===== src/rtl/link_ber_sequencer.sv =====
// Run controller for the PRBS7 receive-side link test: pulses the aligner reset, waits for
// frame lock, discards a settling interval, then accumulates bit/word errors over a window.
module link_ber_sequencer #(
    parameter int ALIGN_TIMEOUT = 4096,
    parameter int RST_CYCLES    = 4,
    parameter int SETTLE_WORDS  = 16,
    parameter int MAX_RETRY     = 3,
    parameter int WIN_W         = 32,
    parameter int ERR_W         = 40
) (
    input  logic             clk,
    input  logic             reset,
    input  logic             start,
    input  logic             abort,
    input  logic [WIN_W-1:0] window_len,
    input  logic             aligned,
    input  logic [5:0]       word_err,
    output logic             aligner_reset,
    output logic             busy,
    output logic             done,
    output logic             fail,
    output logic [1:0]       fail_code,
    output logic [WIN_W-1:0] word_count,
    output logic [ERR_W-1:0] err_bit_count,
    output logic [WIN_W-1:0] err_word_count,
    output logic [3:0]       loss_count,
    output logic [2:0]       state
);
    typedef enum logic [2:0] {
        S_IDLE   = 3'd0,
        S_ARST   = 3'd1,
        S_LOCK   = 3'd2,
        S_SETTLE = 3'd3,
        S_MEAS   = 3'd4,
        S_DONE   = 3'd5
    } state_t;

    typedef enum logic [1:0] {
        C_OK      = 2'b00,
        C_TIMEOUT = 2'b01,
        C_RETRY   = 2'b10,
        C_ABORT   = 2'b11
    } code_t;

    // One phase counter serves the reset pulse, the lock timeout and the settle interval.
    localparam int CNT_MAX = (ALIGN_TIMEOUT > SETTLE_WORDS)
                           ? ((ALIGN_TIMEOUT > RST_CYCLES) ? ALIGN_TIMEOUT : RST_CYCLES)
                           : ((SETTLE_WORDS > RST_CYCLES) ? SETTLE_WORDS : RST_CYCLES);
    localparam int CNT_W = (CNT_MAX > 1) ? $clog2(CNT_MAX) : 1;
    localparam int RTY_W = (MAX_RETRY > 0) ? $clog2(MAX_RETRY + 1) : 1;

    localparam logic [CNT_W-1:0] RST_LAST    = CNT_W'(RST_CYCLES - 1);
    localparam logic [CNT_W-1:0] LOCK_LAST   = CNT_W'(ALIGN_TIMEOUT - 1);
    localparam logic [CNT_W-1:0] SETTLE_LAST = CNT_W'(SETTLE_WORDS - 1);
    localparam logic [RTY_W-1:0] RETRY_MAX   = RTY_W'(MAX_RETRY);

    state_t           cur;
    logic [CNT_W-1:0] phase_cnt;
    logic [RTY_W-1:0] retry;
    logic [WIN_W-1:0] window_q;

    logic [5:0]       err_clamped;
    logic [ERR_W:0]   bit_sum;
    logic [ERR_W-1:0] bits_next;
    logic [WIN_W-1:0] words_next;
    logic [WIN_W-1:0] err_words_next;
    logic             window_hit;

    // Saturating next values for the measurement counters.
    always_comb begin
        err_clamped    = (word_err > 6'd32) ? 6'd32 : word_err;
        bit_sum        = {1'b0, err_bit_count} + (ERR_W + 1)'(err_clamped);
        bits_next      = bit_sum[ERR_W] ? '1 : bit_sum[ERR_W-1:0];
        words_next     = (word_count == '1) ? word_count : word_count + WIN_W'(1);
        err_words_next = (word_err == 6'd0 || err_word_count == '1)
                       ? err_word_count : err_word_count + WIN_W'(1);
        window_hit     = (window_q != '0) && (word_count == window_q - WIN_W'(1));
    end

    assign state = cur;

    always_ff @(posedge clk) begin
        if (reset) begin
            cur            <= S_IDLE;
            aligner_reset  <= 1'b0;
            busy           <= 1'b0;
            done           <= 1'b0;
            fail           <= 1'b0;
            fail_code      <= C_OK;
            word_count     <= '0;
            err_bit_count  <= '0;
            err_word_count <= '0;
            loss_count     <= '0;
            window_q       <= '0;
            retry          <= '0;
            phase_cnt      <= '0;
        end else begin
            case (cur)
                S_IDLE, S_DONE: begin
                    if (start) begin
                        cur            <= S_ARST;
                        aligner_reset  <= 1'b1;
                        busy           <= 1'b1;
                        done           <= 1'b0;
                        fail           <= 1'b0;
                        fail_code      <= C_OK;
                        word_count     <= '0;
                        err_bit_count  <= '0;
                        err_word_count <= '0;
                        loss_count     <= '0;
                        window_q       <= window_len;
                        retry          <= '0;
                        phase_cnt      <= '0;
                    end
                end
                default: begin
                    if (abort) begin
                        cur           <= S_DONE;
                        aligner_reset <= 1'b0;
                        busy          <= 1'b0;
                        done          <= 1'b1;
                        fail          <= 1'b1;
                        fail_code     <= C_ABORT;
                    end else begin
                        case (cur)
                            S_ARST: begin
                                if (phase_cnt == RST_LAST) begin
                                    cur           <= S_LOCK;
                                    aligner_reset <= 1'b0;
                                    phase_cnt     <= '0;
                                end else begin
                                    phase_cnt <= phase_cnt + CNT_W'(1);
                                end
                            end
                            S_LOCK: begin
                                if (aligned) begin
                                    cur       <= S_SETTLE;
                                    phase_cnt <= '0;
                                end else if (phase_cnt == LOCK_LAST) begin
                                    cur       <= S_DONE;
                                    busy      <= 1'b0;
                                    done      <= 1'b1;
                                    fail      <= 1'b1;
                                    fail_code <= C_TIMEOUT;
                                end else begin
                                    phase_cnt <= phase_cnt + CNT_W'(1);
                                end
                            end
                            S_SETTLE, S_MEAS: begin
                                // Loss of lock outranks both settle completion and window completion.
                                if (!aligned) begin
                                    if (loss_count != 4'hF) begin
                                        loss_count <= loss_count + 4'd1;
                                    end
                                    if (retry < RETRY_MAX) begin
                                        retry         <= retry + RTY_W'(1);
                                        cur           <= S_ARST;
                                        aligner_reset <= 1'b1;
                                        phase_cnt     <= '0;
                                    end else begin
                                        cur       <= S_DONE;
                                        busy      <= 1'b0;
                                        done      <= 1'b1;
                                        fail      <= 1'b1;
                                        fail_code <= C_RETRY;
                                    end
                                end else if (cur == S_SETTLE) begin
                                    if (phase_cnt == SETTLE_LAST) begin
                                        cur <= S_MEAS;
                                    end else begin
                                        phase_cnt <= phase_cnt + CNT_W'(1);
                                    end
                                end else begin
                                    word_count     <= words_next;
                                    err_bit_count  <= bits_next;
                                    err_word_count <= err_words_next;
                                    if (window_hit) begin
                                        cur       <= S_DONE;
                                        busy      <= 1'b0;
                                        done      <= 1'b1;
                                        fail      <= 1'b0;
                                        fail_code <= C_OK;
                                    end
                                end
                            end
                            default: begin
                                cur           <= S_IDLE;
                                busy          <= 1'b0;
                                aligner_reset <= 1'b0;
                            end
                        endcase
                    end
                end
            endcase
        end
    end
endmodule


===== config.mk =====
export PLATFORM = sky130hd
export DESIGN_NAME = link_ber_sequencer
export DESIGN_NICKNAME = d
export VERILOG_FILES = /design/src/rtl/link_ber_sequencer.sv
export SDC_FILE = /design/constraint.sdc
export NUM_CORES = 1
export LEC_CHECK = 0
export CAP_MARGIN = 30
export CORE_ASPECT_RATIO = 0.75
export CORE_UTILIZATION = 40
export CTS_BUF_LIST = sky130_fd_sc_hd__clkbuf_8
export CTS_CLUSTER_SIZE = 14
export DETAILED_ROUTE_END_ITERATION = 10
export HOLD_SLACK_MARGIN = 0.15
export SYNTH_ARGS = -nofsm -noshare
export SYNTH_HDL_FRONTEND = slang
export SYNTH_SLANG_ARGS = --single-unit

===== constraint.sdc =====
create_clock -name clk -period 4.7 [get_ports clk]
set_input_delay 0.705 -clock clk [delete_from_list [all_inputs] [get_ports clk]]
set_output_delay 0.705 -clock clk [all_outputs]
set_load 0.02 [all_outputs]

==> results.md <==
- Outcome: finished clean
- Final HPWL DP: 19.0 mm
- Mean Syn Cell Area: around 7.6 um2
- All-Layer GR Usage: around a quarter
- Max-Cap Viols: 0
- Crit path max fanout: 7
- Power Density: around 430 nW/um2
- Die Y: roughly 130 um
- Via count: 8958
- H-tree depth reported by CTS: 4
- Worst skew pair latency: approximately 0.48 ns
- Via density: between 5 and 6
- Antenna cell count: 0
- Wirelength per Cell: around 16 um
- CP Capture Type: register
- Final Hold Violating Endpoints: 0
- Nets: ~1.4k
- Total grt overflow: 0
- Synth top area cells: dfxtp_1 36%, nand2_1 6.3%, a21oi_1 6.0%
- Antenna Violating Nets Remaining: 0
- Layout cells sized above 1: under 10%
- CP Launch Type: register
- Final worst slack: 0.950 ns
- Synth top area share: 36.5%
- Final setup violation count: 0
- Dominant cell type by area after synthesis: dfxtp_1
- PostCTS Resize Cnt: 0
- Post-CTS setup buffer count: 0
- DIE WIDTH: around 170 um
- Clock skew: slightly below 0.02 ns
- Leak: around 3.9 nW
- Starting Density: between 40% and 50%
- Worst Tran Pin Value: between 0.7 and 0.8 ns
- Seq/Total Area, Yosys: between 30 and 40%
- Die area: about 23000 um2
- Global-route wire length before repair: 43.8 mm
- Total power: between 4 and 5 mW
- Pin count of the biggest net entering global routing: 68
- Initial antenna violation count: 0
- Slew Viols, Final: 0
- Worst-path cell chain: or4_4 > or3_4 > nor4_1 > mux2_2 > a31oi_1 > o22ai_1 > nor3_1 > nor2_1 > a2111oi_2
- Post-Layout Cell Count: around 1.6k
- Slowest stage cell, crit path: nor4_1
- Worst rel slew slack: ~48%
- Drt total wl: approximately 26 mm
- Synth cell count leaders: 163 x dfxtp_1, 150 x nand2_1, 137 x nor2_1
- Fin crit share: ~80%
- Fill count: 2138
- TNS Setup: 0 ns
- DRT Pass-1 Iters: 5
- DP Cell Count: between 1.5k and 2k
- Worst Path Required: approximately 5 ns
- Unrepaired setup endpoints after global routing: false
- CTS Hold Buffers Added: 0
- Post-synth EDFFs: 0
- Synth unique cells: 71
- DRC viols: 0
- Peak Freq: 0.267 GHz
- Clock-pin slew on the worst setup and hold paths: 0.10 ns
- Mapped Cells: 1171
- CTS Buf Count: 17
- CP max stage delay: around 0.65 ns
- Synthesized cell area: between 8000 and 9000 um2
- CTS tree: done
- Worst Hold Class: register to register
- YS warnings: 0
- Total I/O pin count: 160
- GPL Wtd Cong: 0.904
- Iter 0 DRT Violations: 740
- Num Clock Sinks: around 160
- Core Box Area: about 22000 um2
- Synth-to-layout area growth: 26.0%
- Root cell of the clock tree: clkbuf_8
- Final core occ: 52.4%
- Post-synth ARST share: 0%
- VDD IR max: approximately 0.18 mV
- Dpl ws: a little over 0.8 ns
- Worst setup path category: register to register
- Most common cell in the synthesized netlist: dfxtp_1
- Mapped Nets: 1227
- Std cell rows: 46
- Flops & latches, synth: between 150 and 200
- PortBufs: between 150 and 200
- Max clock buf depth: 2
- Crit path DAT: 4.13 ns
- Vias in the first global route: roughly 8.0k
- Dominant synthesized flop cell: dfxtp_1
- Min Tclk post-route: approximately 3.7 ns
[metal layers]
| metal | global-route usage (%) | part of all wire [%] |
|---|---|---|
| met1 | 37.0 | 54 |
| met2 | 31.6 | 40 |
| met3 | 4.25 | 5.4 |
| met4 | 5.31 | 0.58 |
| met5 | 0 | 0 |
[cells in the final DEF (no fill, tap or decap), drive strengths merged, types with 5 or more instances in the layout]
cell type      instances
dfxtp                163
clkdlybuf4s50        158
nand2                150
nor2                 137
a21oi                107
o21ai                 56
xor2                  55
nand3                 45
nor3                  45
xnor2                 37
inv                   34
nand4                 32
or3                   32
buf                   25
and3                  21
a31oi                 21
a211oi                19
clkbuf                18
and4                  15
nor2b                 14
nor4                  14
ha                    12
and2                   9
nand2b                 8
or4                    8
mux2i                  7
nor3b                  6
o211ai                 5
[cell type report]
class / count / area [um2] / share of cell area (%)
Timing Repair Buffer: 183 / 1760 / 15.6
Sequential cell: 163 / 3260 / 28.9
Inverter: 28 / 105 / 0.932
Clock inverter: 14 / 150 / 1.33
Multi-Input combinational cell: 923 / 5390 / 47.8
Clock buffer: 18 / 248 / 2.20
Tap cell: 288 / 360 / 3.20
[worst paths after layout]
kind	startpoint	to	slack [ns]	depth (start not counted)
min reg2reg	aligner_reset	aligner_reset	0.46	2
max reg2reg	window_q[7]	state[0]	0.95	9
max	window_q[7]	state[0]	0.95	9
min	aligner_reset	aligner_reset	0.46	2
[flip-flops by register name, summed over array words and instances (netlist names), 2 cells and up]
signal	cells
window_q	32
err_bit_count	40
phase_cnt	12
fail_code	2
retry	2
loss_count	4
state	3
err_word_count	32
word_count	32
[cells by family after synthesis]
kind of cell,after synthesis,synth area share [%]
DFF,163,36.5
and+or+nand+nor,545,29.9
AOI/OAI and AO/OA,263,18.0
buffers and inverters,85,3.58
xor gates and xnor gates,92,9.00
adders and majority gates,13,1.90
muxes,10,1.16
[worst max-delay path: cells and delay by family, from the launching register on]
family	cells	cell delay (ns)
AO/OA/AOI/OAI	3	0.65
flip-flops	1	0.39
multiplexers	1	0.42
AND/OR/NAND/NOR	5	2.20
[report_power, final]
group          leakage, nW  switching, mW  internal [mW]  total (mW)
registers             1.32          0.174           1.50        1.68
clock network        0.202          0.578          0.493        1.07
logic                 2.35           1.26          0.801        2.06
total                 3.87           2.01           2.80        4.80
[stage by stage]
| stage | hold slack (ns) | cell area [um2] |
|---|---|---|
| 6_report | 0.460 | 11300 |
| 5_1_grt | 0.489 | 11300 |
| 4_1_cts | 0.465 | 11300 |
| 3_5_place_dp | 0.454 | 10900 |
| 3_3_place_gp | 0.447 | 10900 |
| 2_1_floorplan | 0.461 | 8950 |
(Power assumes the default switching activity.)
